<file path="config.mk">
export PLATFORM = sky130hd
export DESIGN_NAME = dmem_load_unit_flat
export DESIGN_NICKNAME = d
export VERILOG_FILES = /design/src/rtl/dmem_load_unit_pkg.sv /design/src/rtl/dmem_load_unit_if.sv /design/src/rtl/dmem_load_unit_load_extract.sv /design/src/rtl/dmem_load_unit.sv /design/src/flat_wrapper.sv
export SDC_FILE = /design/constraint.sdc
export NUM_CORES = 1
export LEC_CHECK = 0
export BUFFER_PORTS_ARGS = -buffer_cell sky130_fd_sc_hd__buf_2
export CAP_MARGIN = 25
export CELL_PAD_IN_SITES_DETAIL_PLACEMENT = 0
export CELL_PAD_IN_SITES_GLOBAL_PLACEMENT = 1
export CORE_MARGIN = 2
export CORE_UTILIZATION = 33
export CTS_CLUSTER_DIAMETER = 200
export DETAILED_ROUTE_END_ITERATION = 10
export PLACE_DENSITY = 0.79
export SLEW_MARGIN = 10
export SYNTH_ARGS = -nofsm -noshare
export SYNTH_HDL_FRONTEND = slang
export SYNTH_SLANG_ARGS = --single-unit
</file>
<file path="constraint.sdc">
create_clock -name clk -period 2.2 [get_ports clk]
set_input_delay 0.22 -clock clk [delete_from_list [all_inputs] [get_ports clk]]
set_output_delay 0.22 -clock clk [all_outputs]
set_load 0.01 [all_outputs]
</file>
<file path="src/rtl/dmem_load_unit_pkg.sv">
// Shared types and constants for the data-memory load unit.
package dmem_pkg;

    typedef enum logic [1:0] {
        ST_IDLE = 2'd0,
        ST_MEM  = 2'd1,
        ST_RESP = 2'd2
    } state_t;

    localparam logic MW_BYTE = 1'b0;
    localparam logic MW_WORD = 1'b1;

    // Big-endian lanes: byte address 0 lives in the top byte of the word.
    localparam int LANE0_LSB = 24;
    localparam int LANE1_LSB = 16;
    localparam int LANE2_LSB = 8;
    localparam int LANE3_LSB = 0;

endpackage

</file>
<file path="src/rtl/dmem_load_unit_if.sv">
// Request, memory and response channels of the load unit.
interface dmem_load_unit_if #(
    parameter int ADDR_W = 32
);
    logic              req_valid;
    logic              req_ready;
    logic [ADDR_W-1:0] req_addr;
    logic              req_memwidth;
    logic              req_signed;
    logic              mem_re;
    logic [ADDR_W-3:0] mem_addr;
    logic [31:0]       mem_rdata;
    logic              mem_rvalid;
    logic              resp_valid;
    logic              resp_ready;
    logic [31:0]       resp_data;
    logic              resp_err;

    modport slave (
        input  req_valid, req_addr, req_memwidth, req_signed,
        input  mem_rdata, mem_rvalid, resp_ready,
        output req_ready, mem_re, mem_addr, resp_valid, resp_data, resp_err
    );

    modport master (
        output req_valid, req_addr, req_memwidth, req_signed,
        output mem_rdata, mem_rvalid, resp_ready,
        input  req_ready, mem_re, mem_addr, resp_valid, resp_data, resp_err
    );
endinterface

</file>
<file path="src/rtl/dmem_load_unit_load_extract.sv">
// Byte-lane select with sign/zero extension, or word pass-through.
module load_extract
    import dmem_pkg::*;
(
    input  logic [31:0] i_rdata,
    input  logic [1:0]  i_lane,
    input  logic        i_memwidth,
    input  logic        i_signed,
    output logic [31:0] o_data
);
    logic [7:0] w_byte;

    always_comb begin
        w_byte = i_rdata[LANE0_LSB +: 8];
        case (i_lane)
            2'd0: w_byte = i_rdata[LANE0_LSB +: 8];
            2'd1: w_byte = i_rdata[LANE1_LSB +: 8];
            2'd2: w_byte = i_rdata[LANE2_LSB +: 8];
            2'd3: w_byte = i_rdata[LANE3_LSB +: 8];
            default: w_byte = i_rdata[LANE0_LSB +: 8];
        endcase
    end

    always_comb begin
        if (i_memwidth == MW_WORD)
            o_data = i_rdata;
        else
            o_data = {{24{i_signed & w_byte[7]}}, w_byte};
    end
endmodule

</file>
<file path="src/rtl/dmem_load_unit.sv">
// Load unit: issues a word read, waits with timeout, returns the extended byte/word.
// Optional: define DMEM_MISALIGN_ERR_EN to reject unaligned word loads without a memory read.
module dmem_load_unit
    import dmem_pkg::*;
#(
    parameter int TIMEOUT = 16,
    parameter int ADDR_W  = 32
) (
    input  logic             clk,
    input  logic             reset,
    dmem_load_unit_if.slave  bus
);
    localparam int CNT_W = (TIMEOUT > 1) ? $clog2(TIMEOUT) : 1;

    state_t            r_state;
    state_t            w_state_nxt;
    logic [ADDR_W-3:0] r_word;
    logic [1:0]        r_lane;
    logic              r_memwidth;
    logic              r_signed;
    logic [CNT_W-1:0]  r_cnt;
    logic [31:0]       r_resp_data;
    logic              r_resp_err;
    logic [31:0]       w_ext;
    logic              w_timeout;
    logic              w_misalign;

`ifdef DMEM_MISALIGN_ERR_EN
    assign w_misalign = (bus.req_memwidth == MW_WORD) && (bus.req_addr[1:0] != 2'b00);
`else
    assign w_misalign = 1'b0;
`endif

    assign w_timeout = (r_cnt == CNT_W'(TIMEOUT - 1));

    load_extract u_extract (
        .i_rdata    (bus.mem_rdata),
        .i_lane     (r_lane),
        .i_memwidth (r_memwidth),
        .i_signed   (r_signed),
        .o_data     (w_ext)
    );

    always_ff @(posedge clk or posedge reset) begin
        if (reset)
            r_state <= ST_IDLE;
        else
            r_state <= w_state_nxt;
    end

    always_comb begin
        w_state_nxt    = r_state;
        bus.req_ready  = 1'b0;
        bus.mem_re     = 1'b0;
        bus.resp_valid = 1'b0;
        case (r_state)
            ST_IDLE: begin
                bus.req_ready = 1'b1;
                if (bus.req_valid)
                    w_state_nxt = w_misalign ? ST_RESP : ST_MEM;
            end
            ST_MEM: begin
                bus.mem_re = 1'b1;
                if (bus.mem_rvalid || w_timeout)
                    w_state_nxt = ST_RESP;
            end
            ST_RESP: begin
                bus.resp_valid = 1'b1;
                if (bus.resp_ready)
                    w_state_nxt = ST_IDLE;
            end
            default: w_state_nxt = ST_IDLE;
        endcase
    end

    // Request latch, timeout counter and response capture.
    always_ff @(posedge clk or posedge reset) begin
        if (reset) begin
            r_word      <= '0;
            r_lane      <= 2'b00;
            r_memwidth  <= MW_BYTE;
            r_signed    <= 1'b0;
            r_cnt       <= '0;
            r_resp_data <= 32'h0;
            r_resp_err  <= 1'b0;
        end else begin
            case (r_state)
                ST_IDLE: begin
                    if (bus.req_valid) begin
                        r_word     <= bus.req_addr[ADDR_W-1:2];
                        r_lane     <= bus.req_addr[1:0];
                        r_memwidth <= bus.req_memwidth;
                        r_signed   <= bus.req_signed;
                        r_cnt      <= '0;
                        if (w_misalign) begin
                            r_resp_data <= 32'h0;
                            r_resp_err  <= 1'b1;
                        end
                    end
                end
                ST_MEM: begin
                    // A response arriving on the last allowed cycle beats the timeout.
                    if (bus.mem_rvalid) begin
                        r_resp_data <= w_ext;
                        r_resp_err  <= 1'b0;
                    end else if (w_timeout) begin
                        r_resp_data <= 32'h0;
                        r_resp_err  <= 1'b1;
                    end else begin
                        r_cnt <= r_cnt + 1'b1;
                    end
                end
                default: ;
            endcase
        end
    end

    assign bus.mem_addr  = r_word;
    assign bus.resp_data = r_resp_data;
    assign bus.resp_err  = r_resp_err;
endmodule

</file>
<file path="src/flat_wrapper.sv">
// flat-port wrapper written by rule: the top's interface ports become plain ports
module dmem_load_unit_flat import dmem_pkg::*;
#(
    parameter int TIMEOUT = 16,
    parameter int ADDR_W  = 32
)
  (clk, reset, bus_req_valid, bus_req_addr, bus_req_memwidth, bus_req_signed, bus_mem_rdata, bus_mem_rvalid, bus_resp_ready, bus_req_ready, bus_mem_re, bus_mem_addr, bus_resp_valid, bus_resp_data, bus_resp_err);
  dmem_load_unit_if #(.ADDR_W(ADDR_W)) bus_i ();
  input  logic clk;
  input  logic reset;
  input wire logic [$bits(bus_i.req_valid)-1:0] bus_req_valid;
  input wire logic [$bits(bus_i.req_addr)-1:0] bus_req_addr;
  input wire logic [$bits(bus_i.req_memwidth)-1:0] bus_req_memwidth;
  input wire logic [$bits(bus_i.req_signed)-1:0] bus_req_signed;
  input wire logic [$bits(bus_i.mem_rdata)-1:0] bus_mem_rdata;
  input wire logic [$bits(bus_i.mem_rvalid)-1:0] bus_mem_rvalid;
  input wire logic [$bits(bus_i.resp_ready)-1:0] bus_resp_ready;
  output wire logic [$bits(bus_i.req_ready)-1:0] bus_req_ready;
  output wire logic [$bits(bus_i.mem_re)-1:0] bus_mem_re;
  output wire logic [$bits(bus_i.mem_addr)-1:0] bus_mem_addr;
  output wire logic [$bits(bus_i.resp_valid)-1:0] bus_resp_valid;
  output wire logic [$bits(bus_i.resp_data)-1:0] bus_resp_data;
  output wire logic [$bits(bus_i.resp_err)-1:0] bus_resp_err;
  assign bus_i.req_valid = bus_req_valid;
  assign bus_i.req_addr = bus_req_addr;
  assign bus_i.req_memwidth = bus_req_memwidth;
  assign bus_i.req_signed = bus_req_signed;
  assign bus_i.mem_rdata = bus_mem_rdata;
  assign bus_i.mem_rvalid = bus_mem_rvalid;
  assign bus_i.resp_ready = bus_resp_ready;
  assign bus_req_ready = bus_i.req_ready;
  assign bus_mem_re = bus_i.mem_re;
  assign bus_mem_addr = bus_i.mem_addr;
  assign bus_resp_valid = bus_i.resp_valid;
  assign bus_resp_data = bus_i.resp_data;
  assign bus_resp_err = bus_i.resp_err;
  dmem_load_unit #(.TIMEOUT(TIMEOUT), .ADDR_W(ADDR_W)) u_core (.clk(clk), .reset(reset), .bus(bus_i));
endmodule
</file>
==> results.sh <==
export IMPL_whs_ns=0.0875
export IMPL_final_nets=493
export IMPL_p_per_area_mw_per_mm2=1460
export IMPL_synthCells=287
export IMPL_drc=0
export IMPL_synth_seq_cells=73
export IMPL_hold_class="in2reg"
export IMPL_peakVddDrop_mv=0.643
export IMPL_wirelength_mm=9.38
export IMPL_post_route_period_util_pct=79.9
export IMPL_numCtsBuffers=9
export IMPL_hold_viol=0
export IMPL_r2r_slack_ns=0.44
export IMPL_power_total_uw=6430
export IMPL_diodes=0
export IMPL_slew_headroom_pct=34.9
export IMPL_hold_depth=2
export IMPL_antenna_found_initial=0
export IMPL_holdPathEnd="u_core.r_state[1]$_DFFE_PP0P_"
export IMPL_clock_fmax_ghz=0.569
export IMPL_slew_viol_final=0
export IMPL_yosysWarnings=0
export IMPL_portBuffers=136
export IMPL_num_vias=2825
export IMPL_startpoint_type="flip-flop"
export IMPL_routabilityCongestion=0.742
export IMPL_htreeDepth=3
export IMPL_syn2layout_area_growth_pct=30.4
export IMPL_dieArea_mm2=0.0110
export IMPL_rsz0062_at_grt="no"
export IMPL_synth_distinct_cells=36
export IMPL_gr_usage_all_layers_pct=17.6
export IMPL_avgViaCountPerCell=5.05
export IMPL_cts_sinks=73
export IMPL_ant_nets=0
export IMPL_clockRootBuffer="clkbuf_8"
export IMPL_required_ns=2.47
export IMPL_drt_iter0_markers=124
export IMPL_fp_row_count=36
export IMPL_synthFlopType="dfrtp_1"
export IMPL_die_h_um=105
export IMPL_avgRoutedWirePerCell_um=16.8
export IMPL_dieWidth_um=105
export IMPL_clock_skew_ns=0.00896
export IMPL_pre_cts_ws_ns=0.475
export IMPL_clk_latency_ns=0.34
export IMPL_synth_edf_count=0
export IMPL_tns_ns=0
export IMPL_grt_pass1_wl_mm=15.2
export IMPL_syn_avg_cell_area_um2=11.7
export IMPL_worstReg2RegEnd="u_core.bus.resp_data[13]$_DFFE_PP0P_"
export IMPL_end_kind="flip-flop"
export IMPL_status="completed"
export IMPL_setup_slack_ns=0.443
export IMPL_setup_viol=0
export IMPL_drive_gt1_share_pct=46.9
export IMPL_ys_async_sr_fraction_pct=100
export IMPL_hpwl_mm=6.77
export IMPL_grt_max_degree=44
export IMPL_drv_cap=0
export IMPL_rr_worst_depth=3
export IMPL_p_leak_uw=0.00213
export IMPL_coreArea_mm2=0.00986
export IMPL_clk_pin_slew_ns=0.07
export IMPL_grt_pass1_vias=2990
export IMPL_cts_buffer_depth=2
export IMPL_worstHoldStart="bus_resp_ready"
export IMPL_r2r_start="u_core.r_state[1]$_DFFE_PP0P_"
export IMPL_worstPathArrival_ns=2.02
export IMPL_fin_crit_ns=1.76
export IMPL_gr_total_overflow=0
export IMPL_syn_area_mm2=0.00337
export IMPL_tightest_slew_ns=0.976
export IMPL_dr_pass1_iters=4
export IMPL_crit_type="reg2reg"
export IMPL_initial_core_util_pct=34.2
export IMPL_yosysSeqAreaShare_pct=54.2
export IMPL_num_io_pins=137
export IMPL_mappedNetlistNets=359
export IMPL_critPathMaxFanout=24
export IMPL_cts_tree="built"
worst max-delay path, cell delays in order (launching register included):
cell,delay (ns)
dfrtp_1,0.44
and4b_1,0.93
a22oi_1,0.18
nand3_2,0.13
timing repair:
action                                 in CTS  in global routing
endpoints found under the hold margin      30                  0
gates resized for setup                     0                  0
hold buffers                                1                  0
buffers inserted                            0                  0
final cells by class:
| class | count | area (µm²) |
|---|---|---|
| Timing Repair Buffer | 144 | 756 |
| Tap cell | 133 | 166 |
| Sequential cell | 73 | 1830 |
| Inverter | 10 | 38.8 |
| Fill cell | 950 | 5470 |
| Multi-Input combinational cell | 183 | 1380 |
| Clock inverter | 2 | 60.1 |
| Clock buffer | 14 | 163 |
synthesized netlist by cell type (2+ instances only):
library cell	number	area, µm²
nand3_2	3	30.0
a21oi_1	4	20.0
a22oi_1	24	180
inv_1	9	33.8
mux2_2	35	394
nand2_1	25	93.8
a22o_1	7	61.3
nor3_1	8	40.0
nand3_1	21	105
mux2i_1	9	90.1
buf_2	9	45.0
o21ai_0	8	40.0
dfrtp_1	73	1830
nor2_1	3	11.3
nor2b_1	10	62.6
buf_4	2	15.0
clkbuf_1	7	26.3
nor3b_1	2	15.0
a221oi_1	7	61.3
and4b_1	2	20.0
nand2b_1	3	18.8
buf_8	2	30.0
stage by stage:
| stage | cell area, µm² | std cells | utilization, % |
|---|---|---|---|
| finish | 4390 | 559 | 44.5 |
| global route | 4390 | 559 | 44.5 |
| CTS | 4390 | 559 | 44.5 |
| detailed placement | 4160 | 542 | 42.2 |
| global placement | 4160 | 542 | 42.2 |
| floorplan | 3370 | 287 | - |
metal layers:
layer	GRT usage, %	part of all wire, %	vias to the layer above
li1	-	-	1321
met1	21.1	42	1389
met2	29.5	49	109
met3	6.43	8.2	6
met4	5.52	1.0	0
met5	0	0	-
state kept, by name (all words and copies together) (netlist names):
| name | cells |
|---|---|
| u_core.bus.mem_addr | 30 |
| u_core.bus.resp_data | 32 |
| u_core.bus.resp_err | 1 |
| u_core.r_cnt | 4 |
| u_core.r_lane | 2 |
| u_core.r_memwidth | 1 |
| u_core.r_signed | 1 |
| u_core.r_state | 2 |
how the worst max path moves through the flow:
stage / from / to / slack, ns / cells past startpoint
after floorplan: reset / u_core.bus.mem_addr[0]$_DFFE_PP0P_ / 0.13 / 1
after global placement: u_core.r_state[1]$_DFFE_PP0P_ / u_core.bus.resp_data[9]$_DFFE_PP0P_ / 0.50 / 3
after detailed placement: u_core.r_state[1]$_DFFE_PP0P_ / u_core.bus.resp_data[23]$_DFFE_PP0P_ / 0.47 / 3
after CTS: u_core.r_state[1]$_DFFE_PP0P_ / u_core.bus.resp_data[11]$_DFFE_PP0P_ / 0.45 / 3
after global routing: u_core.r_state[1]$_DFFE_PP0P_ / u_core.bus.resp_data[11]$_DFFE_PP0P_ / 0.33 / 3
final: u_core.r_state[1]$_DFFE_PP0P_ / u_core.bus.resp_data[13]$_DFFE_PP0P_ / 0.44 / 3
kinds of logic (layout without fill, tap and decap cells):
kind of cell / count (synthesis) / count (layout) / synth area share (%)
AO/OA/AOI/OAI: 56 / 56 / 12.4
adder cells (fa/ha/maj): 1 / 1 / 0.371
buffers and inverters: 31 / 170 / 4.90
flip-flops: 73 / 73 / 54.2
multiplexers: 45 / 45 / 15.0
AND/OR/NAND/NOR: 81 / 81 / 13.1
cell usage in the layout, fill, tap and decap left out, drive strengths merged:
master       instances
mux4                 1
o2bb2ai              1
nand3               24
nand2               25
buf                143
bufinv               2
nor3                 8
inv                  9
a311oi               1
nor2b               10
a41oi                1
a31oi                1
nand2b               3
dlygate4sd3          1
and3                 1
a21o                 1
mux2                35
clkbuf              14
nor4b                1
nand3b               1
a22oi               24
a22o                 7
nor2                 3
a21oi                4
clkinv               1
a221oi               7
a211o                1
nor3b                2
ha                   1
and4b                2
o21ai                8
nand4                1
dfrtp               73
mux2i                9
where the power goes:
group / internal (µW) / switching [µW] / leakage, µW
logic: 1370 / 1440 / 0.00117
registers: 1990 / 435 / 0.000849
clock network: 704 / 488 / 0.000111
Note: power is estimated with default switching activity, not from simulation.
